`config.mk`:
```
export PLATFORM = sky130hd
export DESIGN_NAME = pipeline_ctrl_flat
export DESIGN_NICKNAME = d
export VERILOG_FILES = /design/src/rtl/pipeline_ctrl_pkg.sv /design/src/rtl/pipeline_ctrl_if.sv /design/src/rtl/pipeline_ctrl_hazard_unit.sv /design/src/rtl/pipeline_ctrl.sv /design/src/flat_wrapper.sv
export SDC_FILE = /design/constraint.sdc
export NUM_CORES = 1
export LEC_CHECK = 0
export ABC_AREA = 1
export CORE_UTILIZATION = 69
export CTS_CLUSTER_SIZE = 24
export DETAILED_ROUTE_END_ITERATION = 10
export DONT_BUFFER_PORTS = 1
export PLACE_DENSITY = 0.85
export SYNTH_ARGS = -nofsm -noshare
export SYNTH_HDL_FRONTEND = slang
export SYNTH_HIERARCHICAL = 1
export SYNTH_SLANG_ARGS = --single-unit
```
`constraint.sdc`:
```
create_clock -name clk -period 3.1 [get_ports clk]
set_input_delay 0.465 -clock clk [delete_from_list [all_inputs] [get_ports clk]]
set_output_delay 0.465 -clock clk [all_outputs]
set_load 0.01 [all_outputs]
```
`src/rtl/pipeline_ctrl_pkg.sv`:
```
// Shared types and constants for the pipeline controller.
package pipeline_ctrl_pkg;

   localparam int unsigned IMEM_DEPTH   = 2048;
   localparam int unsigned ADDR_W       = $clog2(IMEM_DEPTH);
   localparam int unsigned DRAIN_CYCLES = 3;
   localparam int unsigned DRAIN_W      = (DRAIN_CYCLES > 1) ? $clog2(DRAIN_CYCLES) : 1;
   localparam int unsigned OPC_W        = 7;
   localparam int unsigned F3_W         = 3;
   localparam int unsigned REG_W        = 5;
   localparam int unsigned PERF_W       = 32;

   typedef enum logic [2:0] {
      ST_IDLE  = 3'd0,
      ST_LOAD  = 3'd1,
      ST_RUN   = 3'd2,
      ST_DRAIN = 3'd3,
      ST_HALT  = 3'd4
   } state_e;

   localparam logic [OPC_W-1:0] OPC_BRANCH = 7'b1100011;
   localparam logic [OPC_W-1:0] OPC_JAL    = 7'b1101111;
   localparam logic [OPC_W-1:0] OPC_JALR   = 7'b1100111;
   localparam logic [OPC_W-1:0] OPC_AUIPC  = 7'b0010111;
   localparam logic [OPC_W-1:0] OPC_OP     = 7'b0110011;
   localparam logic [OPC_W-1:0] OPC_LOAD   = 7'b0000011;

   localparam logic [F3_W-1:0] F3_BEQ  = 3'b000;
   localparam logic [F3_W-1:0] F3_BNE  = 3'b001;
   localparam logic [F3_W-1:0] F3_BLT  = 3'b100;
   localparam logic [F3_W-1:0] F3_BGE  = 3'b101;
   localparam logic [F3_W-1:0] F3_BLTU = 3'b110;
   localparam logic [F3_W-1:0] F3_BGEU = 3'b111;

endpackage

```
`src/rtl/pipeline_ctrl_if.sv`:
```
// Boot-loader handshake between the IMEM loader and the controller.
interface pipeline_ctrl_if;
   import pipeline_ctrl_pkg::*;

   logic              load_req;
   logic              load_valid;
   logic              load_last;
   logic              load_ready;
   logic [ADDR_W-1:0] load_addr;
   logic              load_done;

   modport master (
      output load_req, load_valid, load_last,
      input  load_ready, load_addr, load_done
   );

   modport slave (
      input  load_req, load_valid, load_last,
      output load_ready, load_addr, load_done
   );

endinterface

```
`src/rtl/pipeline_ctrl_hazard_unit.sv`:
```
// Combinational branch-resolution and load-use hazard detection for IE/ID.
module hazard_unit
   import pipeline_ctrl_pkg::*;
(
   input  logic             active,
   input  logic [OPC_W-1:0] ie_opcode,
   input  logic [F3_W-1:0]  ie_funct3,
   input  logic             eq_flag,
   input  logic             neq_flag,
   input  logic             lt_flag,
   input  logic             ge_flag,
   input  logic             ltu_flag,
   input  logic             geu_flag,
   input  logic [REG_W-1:0] id_rs1_addr,
   input  logic [REG_W-1:0] id_rs2_addr,
   input  logic [REG_W-1:0] ie_rd_addr,
   input  logic             ie_is_load,
   output logic             taken_c,
   output logic             stall_c,
   output logic             id_flush_c,
   output logic             ie_flush_c
);

   logic cond_c;
   logic load_use_c;

   // Branch condition select; reserved funct3 codes never take.
   always_comb begin
      cond_c = 1'b0;
      case (ie_funct3)
         F3_BEQ:  cond_c = eq_flag;
         F3_BNE:  cond_c = neq_flag;
         F3_BLT:  cond_c = lt_flag;
         F3_BGE:  cond_c = ge_flag;
         F3_BLTU: cond_c = ltu_flag;
         F3_BGEU: cond_c = geu_flag;
         default: cond_c = 1'b0;
      endcase
   end

   // Taken redirect wins over a load-use stall in the same cycle.
   always_comb begin
      load_use_c = ie_is_load && (ie_rd_addr != '0) &&
                   ((ie_rd_addr == id_rs1_addr) || (ie_rd_addr == id_rs2_addr));
      taken_c    = active && (((ie_opcode == OPC_BRANCH) && cond_c) ||
                              (ie_opcode == OPC_JAL) || (ie_opcode == OPC_JALR));
      stall_c    = active && load_use_c && !taken_c;
      id_flush_c = taken_c;
      ie_flush_c = taken_c || stall_c;
   end

endmodule

```
`src/rtl/pipeline_ctrl.sv`:
```
// Pipeline controller: IMEM boot-load sequencing, run/drain/halt FSM and
// datapath enables. Optional perf counters under PIPE_CTRL_PERF_EN.
module pipeline_ctrl
   import pipeline_ctrl_pkg::*;
(
   input  logic               clk,
   input  logic               rst_n,
   pipeline_ctrl_if.slave     ldr,
   input  logic               halt_req,
   input  logic [REG_W-1:0]   id_rs1_addr,
   input  logic [REG_W-1:0]   id_rs2_addr,
   input  logic [REG_W-1:0]   ie_rd_addr,
   input  logic               ie_is_load,
   input  logic [OPC_W-1:0]   ie_opcode,
   input  logic [F3_W-1:0]    ie_funct3,
   input  logic               eq_flag,
   input  logic               neq_flag,
   input  logic               lt_flag,
   input  logic               ge_flag,
   input  logic               ltu_flag,
   input  logic               geu_flag,
   output logic               pc_en,
   output logic               imem_en,
   output logic               imem_ld,
   output logic               rf_en,
   output logic               branchcmp_en,
   output logic               branch,
   output logic               ie_mux1_sel,
   output logic               ie_mux2_sel,
   output logic               id_flush,
   output logic               ie_flush,
   output logic               stall,
   output logic [2:0]         state,
   output logic [PERF_W-1:0]  perf_stalls,
   output logic [PERF_W-1:0]  perf_flushes
);

   state_e              state_q, state_d;
   logic [ADDR_W-1:0]   load_addr_q, load_addr_d;
   logic [DRAIN_W-1:0]  drain_cnt_q, drain_cnt_d;
   logic                load_done_q, load_done_d;
   logic                taken_c, stall_c, id_flush_c, ie_flush_c;

   hazard_unit u_hazard (
      .active      (state_q == ST_RUN),
      .ie_opcode   (ie_opcode),
      .ie_funct3   (ie_funct3),
      .eq_flag     (eq_flag),
      .neq_flag    (neq_flag),
      .lt_flag     (lt_flag),
      .ge_flag     (ge_flag),
      .ltu_flag    (ltu_flag),
      .geu_flag    (geu_flag),
      .id_rs1_addr (id_rs1_addr),
      .id_rs2_addr (id_rs2_addr),
      .ie_rd_addr  (ie_rd_addr),
      .ie_is_load  (ie_is_load),
      .taken_c     (taken_c),
      .stall_c     (stall_c),
      .id_flush_c  (id_flush_c),
      .ie_flush_c  (ie_flush_c)
   );

   // State, load address, drain counter and load_done pulse registers.
   always_ff @(posedge clk or negedge rst_n) begin
      if (!rst_n) begin
         state_q     <= ST_IDLE;
         load_addr_q <= '0;
         drain_cnt_q <= '0;
         load_done_q <= 1'b0;
      end else begin
         state_q     <= state_d;
         load_addr_q <= load_addr_d;
         drain_cnt_q <= drain_cnt_d;
         load_done_q <= load_done_d;
      end
   end

   // Next-state and per-state datapath enables.
   always_comb begin
      state_d        = state_q;
      load_addr_d    = load_addr_q;
      drain_cnt_d    = drain_cnt_q;
      load_done_d    = 1'b0;
      pc_en          = 1'b0;
      imem_en        = 1'b0;
      imem_ld        = 1'b0;
      rf_en          = 1'b0;
      branchcmp_en   = 1'b0;
      branch         = 1'b0;
      id_flush       = 1'b0;
      ie_flush       = 1'b0;
      stall          = 1'b0;
      ldr.load_ready = 1'b0;

      case (state_q)
         ST_IDLE, ST_HALT: begin
            if (ldr.load_req) begin
               state_d     = ST_LOAD;
               load_addr_d = '0;
            end
         end
         ST_LOAD: begin
            ldr.load_ready = 1'b1;
            imem_ld        = 1'b1;
            imem_en        = 1'b1;
            if (ldr.load_valid) begin
               load_addr_d = load_addr_q + ADDR_W'(1);
               if (ldr.load_last || (load_addr_q == ADDR_W'(IMEM_DEPTH - 1))) begin
                  state_d     = ST_RUN;
                  load_done_d = 1'b1;
               end
            end
         end
         ST_RUN: begin
            imem_en      = 1'b1;
            rf_en        = 1'b1;
            branchcmp_en = 1'b1;
            branch       = taken_c;
            stall        = stall_c;
            id_flush     = id_flush_c;
            ie_flush     = ie_flush_c;
            pc_en        = !stall_c;
            if (halt_req) begin
               state_d     = ST_DRAIN;
               drain_cnt_d = '0;
            end
         end
         ST_DRAIN: begin
            rf_en = 1'b1;
            if (drain_cnt_q == DRAIN_W'(DRAIN_CYCLES - 1)) begin
               state_d = ST_HALT;
            end else begin
               drain_cnt_d = drain_cnt_q + DRAIN_W'(1);
            end
         end
         default: state_d = ST_IDLE;
      endcase
   end

   // Operand mux selects decoded from the IE opcode in every state.
   assign ie_mux1_sel   = (ie_opcode == OPC_BRANCH) || (ie_opcode == OPC_JAL) ||
                          (ie_opcode == OPC_AUIPC);
   assign ie_mux2_sel   = (ie_opcode != OPC_OP);
   assign state         = state_q;
   assign ldr.load_addr = load_addr_q;
   assign ldr.load_done = load_done_q;

`ifdef PIPE_CTRL_PERF_EN
   logic [PERF_W-1:0] perf_stalls_q, perf_flushes_q;

   // Saturating stall and branch-redirect counters.
   always_ff @(posedge clk or negedge rst_n) begin
      if (!rst_n) begin
         perf_stalls_q  <= '0;
         perf_flushes_q <= '0;
      end else begin
         if (stall && (perf_stalls_q != '1))
            perf_stalls_q <= perf_stalls_q + PERF_W'(1);
         if (branch && (perf_flushes_q != '1))
            perf_flushes_q <= perf_flushes_q + PERF_W'(1);
      end
   end

   assign perf_stalls  = perf_stalls_q;
   assign perf_flushes = perf_flushes_q;
`else
   assign perf_stalls  = '0;
   assign perf_flushes = '0;
`endif

endmodule

```
`src/flat_wrapper.sv`:
```
// flat-port wrapper written by rule: the top's interface ports become plain ports
module pipeline_ctrl_flat import pipeline_ctrl_pkg::*;
  (clk, rst_n, halt_req, id_rs1_addr, id_rs2_addr, ie_rd_addr, ie_is_load, ie_opcode, ie_funct3, eq_flag, neq_flag, lt_flag, ge_flag, ltu_flag, geu_flag, pc_en, imem_en, imem_ld, rf_en, branchcmp_en, branch, ie_mux1_sel, ie_mux2_sel, id_flush, ie_flush, stall, state, perf_stalls, perf_flushes, ldr_load_req, ldr_load_valid, ldr_load_last, ldr_load_ready, ldr_load_addr, ldr_load_done);
  pipeline_ctrl_if ldr_i ();
  input  logic clk;
  input  logic rst_n;
  input  logic halt_req;
  input  logic [REG_W-1:0] id_rs1_addr;
  input  logic [REG_W-1:0] id_rs2_addr;
  input  logic [REG_W-1:0] ie_rd_addr;
  input  logic ie_is_load;
  input  logic [OPC_W-1:0] ie_opcode;
  input  logic [F3_W-1:0] ie_funct3;
  input  logic eq_flag;
  input  logic neq_flag;
  input  logic lt_flag;
  input  logic ge_flag;
  input  logic ltu_flag;
  input  logic geu_flag;
  output logic pc_en;
  output logic imem_en;
  output logic imem_ld;
  output logic rf_en;
  output logic branchcmp_en;
  output logic branch;
  output logic ie_mux1_sel;
  output logic ie_mux2_sel;
  output logic id_flush;
  output logic ie_flush;
  output logic stall;
  output logic [2:0] state;
  output logic [PERF_W-1:0] perf_stalls;
  output logic [PERF_W-1:0] perf_flushes;
  input wire logic [$bits(ldr_i.load_req)-1:0] ldr_load_req;
  input wire logic [$bits(ldr_i.load_valid)-1:0] ldr_load_valid;
  input wire logic [$bits(ldr_i.load_last)-1:0] ldr_load_last;
  output wire logic [$bits(ldr_i.load_ready)-1:0] ldr_load_ready;
  output wire logic [$bits(ldr_i.load_addr)-1:0] ldr_load_addr;
  output wire logic [$bits(ldr_i.load_done)-1:0] ldr_load_done;
  assign ldr_i.load_req = ldr_load_req;
  assign ldr_i.load_valid = ldr_load_valid;
  assign ldr_i.load_last = ldr_load_last;
  assign ldr_load_ready = ldr_i.load_ready;
  assign ldr_load_addr = ldr_i.load_addr;
  assign ldr_load_done = ldr_i.load_done;
  pipeline_ctrl u_core (.clk(clk), .rst_n(rst_n), .ldr(ldr_i), .halt_req(halt_req), .id_rs1_addr(id_rs1_addr), .id_rs2_addr(id_rs2_addr), .ie_rd_addr(ie_rd_addr), .ie_is_load(ie_is_load), .ie_opcode(ie_opcode), .ie_funct3(ie_funct3), .eq_flag(eq_flag), .neq_flag(neq_flag), .lt_flag(lt_flag), .ge_flag(ge_flag), .ltu_flag(ltu_flag), .geu_flag(geu_flag), .pc_en(pc_en), .imem_en(imem_en), .imem_ld(imem_ld), .rf_en(rf_en), .branchcmp_en(branchcmp_en), .branch(branch), .ie_mux1_sel(ie_mux1_sel), .ie_mux2_sel(ie_mux2_sel), .id_flush(id_flush), .ie_flush(ie_flush), .stall(stall), .state(state), .perf_stalls(perf_stalls), .perf_flushes(perf_flushes));
endmodule
```
==> qor.yml <==
hold_violations: 0
top_layer_used: "met3"
routed-wl-met3_um: 280
route.met2.wl_um: 1520
cts_tree: "built"
clock.fmax_mhz: 375
grt_pass1_wl_um: 4730
synth_top_family_by_area: "buffers and inverters"
nFillCells: 234
cp_cell_sequence: "inv_2, nand2_1, nor2_1, inv_1, nor3_1, nand3_1, a21oi_4, inv_1, nor2_1"
setup.worst_path.end: "id_flush"
p_leak_uw: 0.00100
synth_edf_count: 0
dpl.hpwl_um: 2560
grt_remaining_overflow: 0
syn-mean-instance-area_um2: 6.56
finalSetupViolCount: 0
area_growth_pct: -10.1
fp.dieH_um: 55.2
synth_compound_area_frac: 0.0706
wl_met1_um: 1350
setup.worst_path.start: "u_core/state[2]"
wl_per_cell_um: 9.60
finalMaxSlewViolations: 0
cts_max_level: 1
post-place-cells: 323
ys_seq_area_frac: 0.218
yosys.area_share.simple: 0.322
r2r_setup_slack_ns: 1.32
crit_fanout: 6
relSlewSlack: 0.478
skew_ns: 0.0102
dr.first_iter.drc_count: 51
ys.warnings.count: 6
fin_hold_ws_ns: 0.309
min_period_over_period: 0.861
cpPeakStageDelay_ns: 0.49
grt_max_degree: 19
antenna_left: 0
synthArstFlopShare: 1.00
yosysUniqueCellTypes: 28
cap_violations: 0
final_layout_size_suffix_gt1_frac: 0.0872
core-area_um2: 2570
r2r_start: "u_core/ldr.load_addr[0]"
synth_mux_area_frac: 0
clk_latency_ns: 0.29
worstPathArrival_ns: 2.21
vdd_drop_max_v: 0.000353
finalNetCount: 339
gp_congestion: 0.905
slowest_stage: "dfrtp_1"
p_per_area_nw_per_um2: 531
port_buffers: 0
fin_cells: 328
p_total_uw: 931
drtPass1Iterations: 5
placementRows: 18
synth_area_um2: 1950
status: "finished clean"
vias: 1544
syn_inst: 297
path_class: "flop to primary output"
wirelength_um: 3150
ys_seq_elements: 17
worstSetupStartpointType: "flop"
clockBufferDepth: 2
synthFlopType: "dfrtp_1"
grt_usage: 0.211
via_per_inst: 4.71
reg2reg_depth: 8
start_util: 0.759
die_area_um2: 3040
endpoint_kind: "primary output"
numCtsBuffers: 3
tns_ns: 0
rsz0062_at_grt: "no"
clock-sinks: 17
synth_xor_xnor_area_share: 0.0315
timing.rr.end: "u_core/state[0]"
min_path_type: "input pin to flop"
layout_min_cycle_time_ns: 2.67
diodes: 0
clkTransAtPathRegs_ns: 0.10
grt_pass1_vias: 1229
drc: 0
ioPinCount: 129
die_w_um: 55.2
cts-root-buf: "clkbuf_4"
synthAdderAreaFrac: 0.0128
worstPathRequired_ns: 2.63
worstMarginPinSlew_ns: 0.780
antenna_found_initial: 0
cts_resized: 0
## power breakdown
group | leakage, uW | internal, uW | switching (uW)
combinational | 0.000756 | 131 | 339
sequential | 0.000229 | 266 | 78.5
clock | 0.0000150 | 50.1 | 67.2
total | 0.00100 | 447 | 484
## cell usage after synthesis, types with 3 or more instances
master   number  share of area
xor2_1        5          0.022
nor2_2        4          0.013
o21ai_1       3         0.0077
dfrtp_1      17           0.22
inv_2         3         0.0058
nand3_1      26          0.067
or2_2         5          0.016
nor2_1       26          0.050
nand2_1      65           0.13
nand2_2       3         0.0096
nand4_1       5          0.016
inv_1        38          0.073
buf_4        67           0.26
o21ai_0       3         0.0077
a21oi_1       7          0.018
o21ai_2       4          0.018
## timing repair
item                                   CTS  global route
buffers inserted                         0             0
hold buffers                             1             0
endpoints found under the hold margin   17             0
## metal layers
metal / track usage / vias up
met4: 0.0417 / 0
met3: 0.0546 / 0
li1: - / 791
met1: 0.250 / 664
met2: 0.380 / 89
met5: 0 / -
## how the worst min path moves through the flow
stage,slack [ns],to,cells past startpoint,start
2_1_floorplan,0.17,u_core/drain_cnt_q[0],0,rst_n
3_3_place_gp,0.17,u_core/ldr.load_addr[5],0,rst_n
3_5_place_dp,0.17,u_core/ldr.load_addr[5],0,rst_n
4_1_cts,0.31,u_core/ldr.load_addr[1],2,ldr_load_valid
5_1_grt,0.30,u_core/ldr.load_done,2,ldr_load_valid
6_report,0.31,u_core/ldr.load_addr[1],2,ldr_load_valid
## cells in the final DEF, fill, tap and decap left out, drive strengths merged
cell          n
dlygate4sd3   1
nand3        27
conb         64
xor2          5
nand4         5
clkbuf        4
dfrtp        17
nand3b        1
buf           1
inv          41
xnor2         2
nor2         30
a21oi         8
nor3          3
o22ai         1
ha            2
a21o          2
or2           6
nand2        68
o21ai        10
## registers in the layout (all words and copies together) (netlist names)
name / cells
u_core/drain_cnt_q: 2
u_core/ldr.load_done: 1
u_core/state: 3
u_core/ldr.load_addr: 11
## critical path, delay by kind of cell (launching register included)
| family | cells | cell delay [ns] |
|---|---|---|
| DFF | 1 | 0.49 |
| buffers and inverters | 3 | 0.25 |
| AOI/OAI and AO/OA | 1 | 0.17 |
| and+or+nand+nor | 5 | 1.01 |
## cell families (layout without fill, tap and decap cells)
logic type                 Yosys count  after routing
and+or+nand+nor                    140            140
DFF                                 17             17
xor gates and xnor gates             7              7
adders and majority gates            2              2
AOI/OAI and AO/OA                   21             21
other                                1             64
buffers and inverters              109             47
## cell type report
type | instances | area [um^2] | area share
inverter | 41 | 154 | 0.0878
clock buffer | 4 | 26.3 | 0.0150
tap | 30 | 37.5 | 0.0214
timing repair buffer | 2 | 17.5 | 0.00999
sequential | 17 | 425 | 0.243
multi-input combinational | 234 | 1090 | 0.623
## metrics by stage
| step | utilization | area, um^2 | setup slack [ns] |
|---|---|---|---|
| floorplan | - | 2190 | 0.864 |
| global placement | 0.669 | 1720 | 0.805 |
| detailed placement | 0.669 | 1720 | 0.723 |
| CTS | 0.683 | 1750 | 0.401 |
| global route | 0.683 | 1750 | 0.238 |
| finish | 0.683 | 1750 | 0.430 |
No activity file was read; power rests on OpenSTA's default activity.
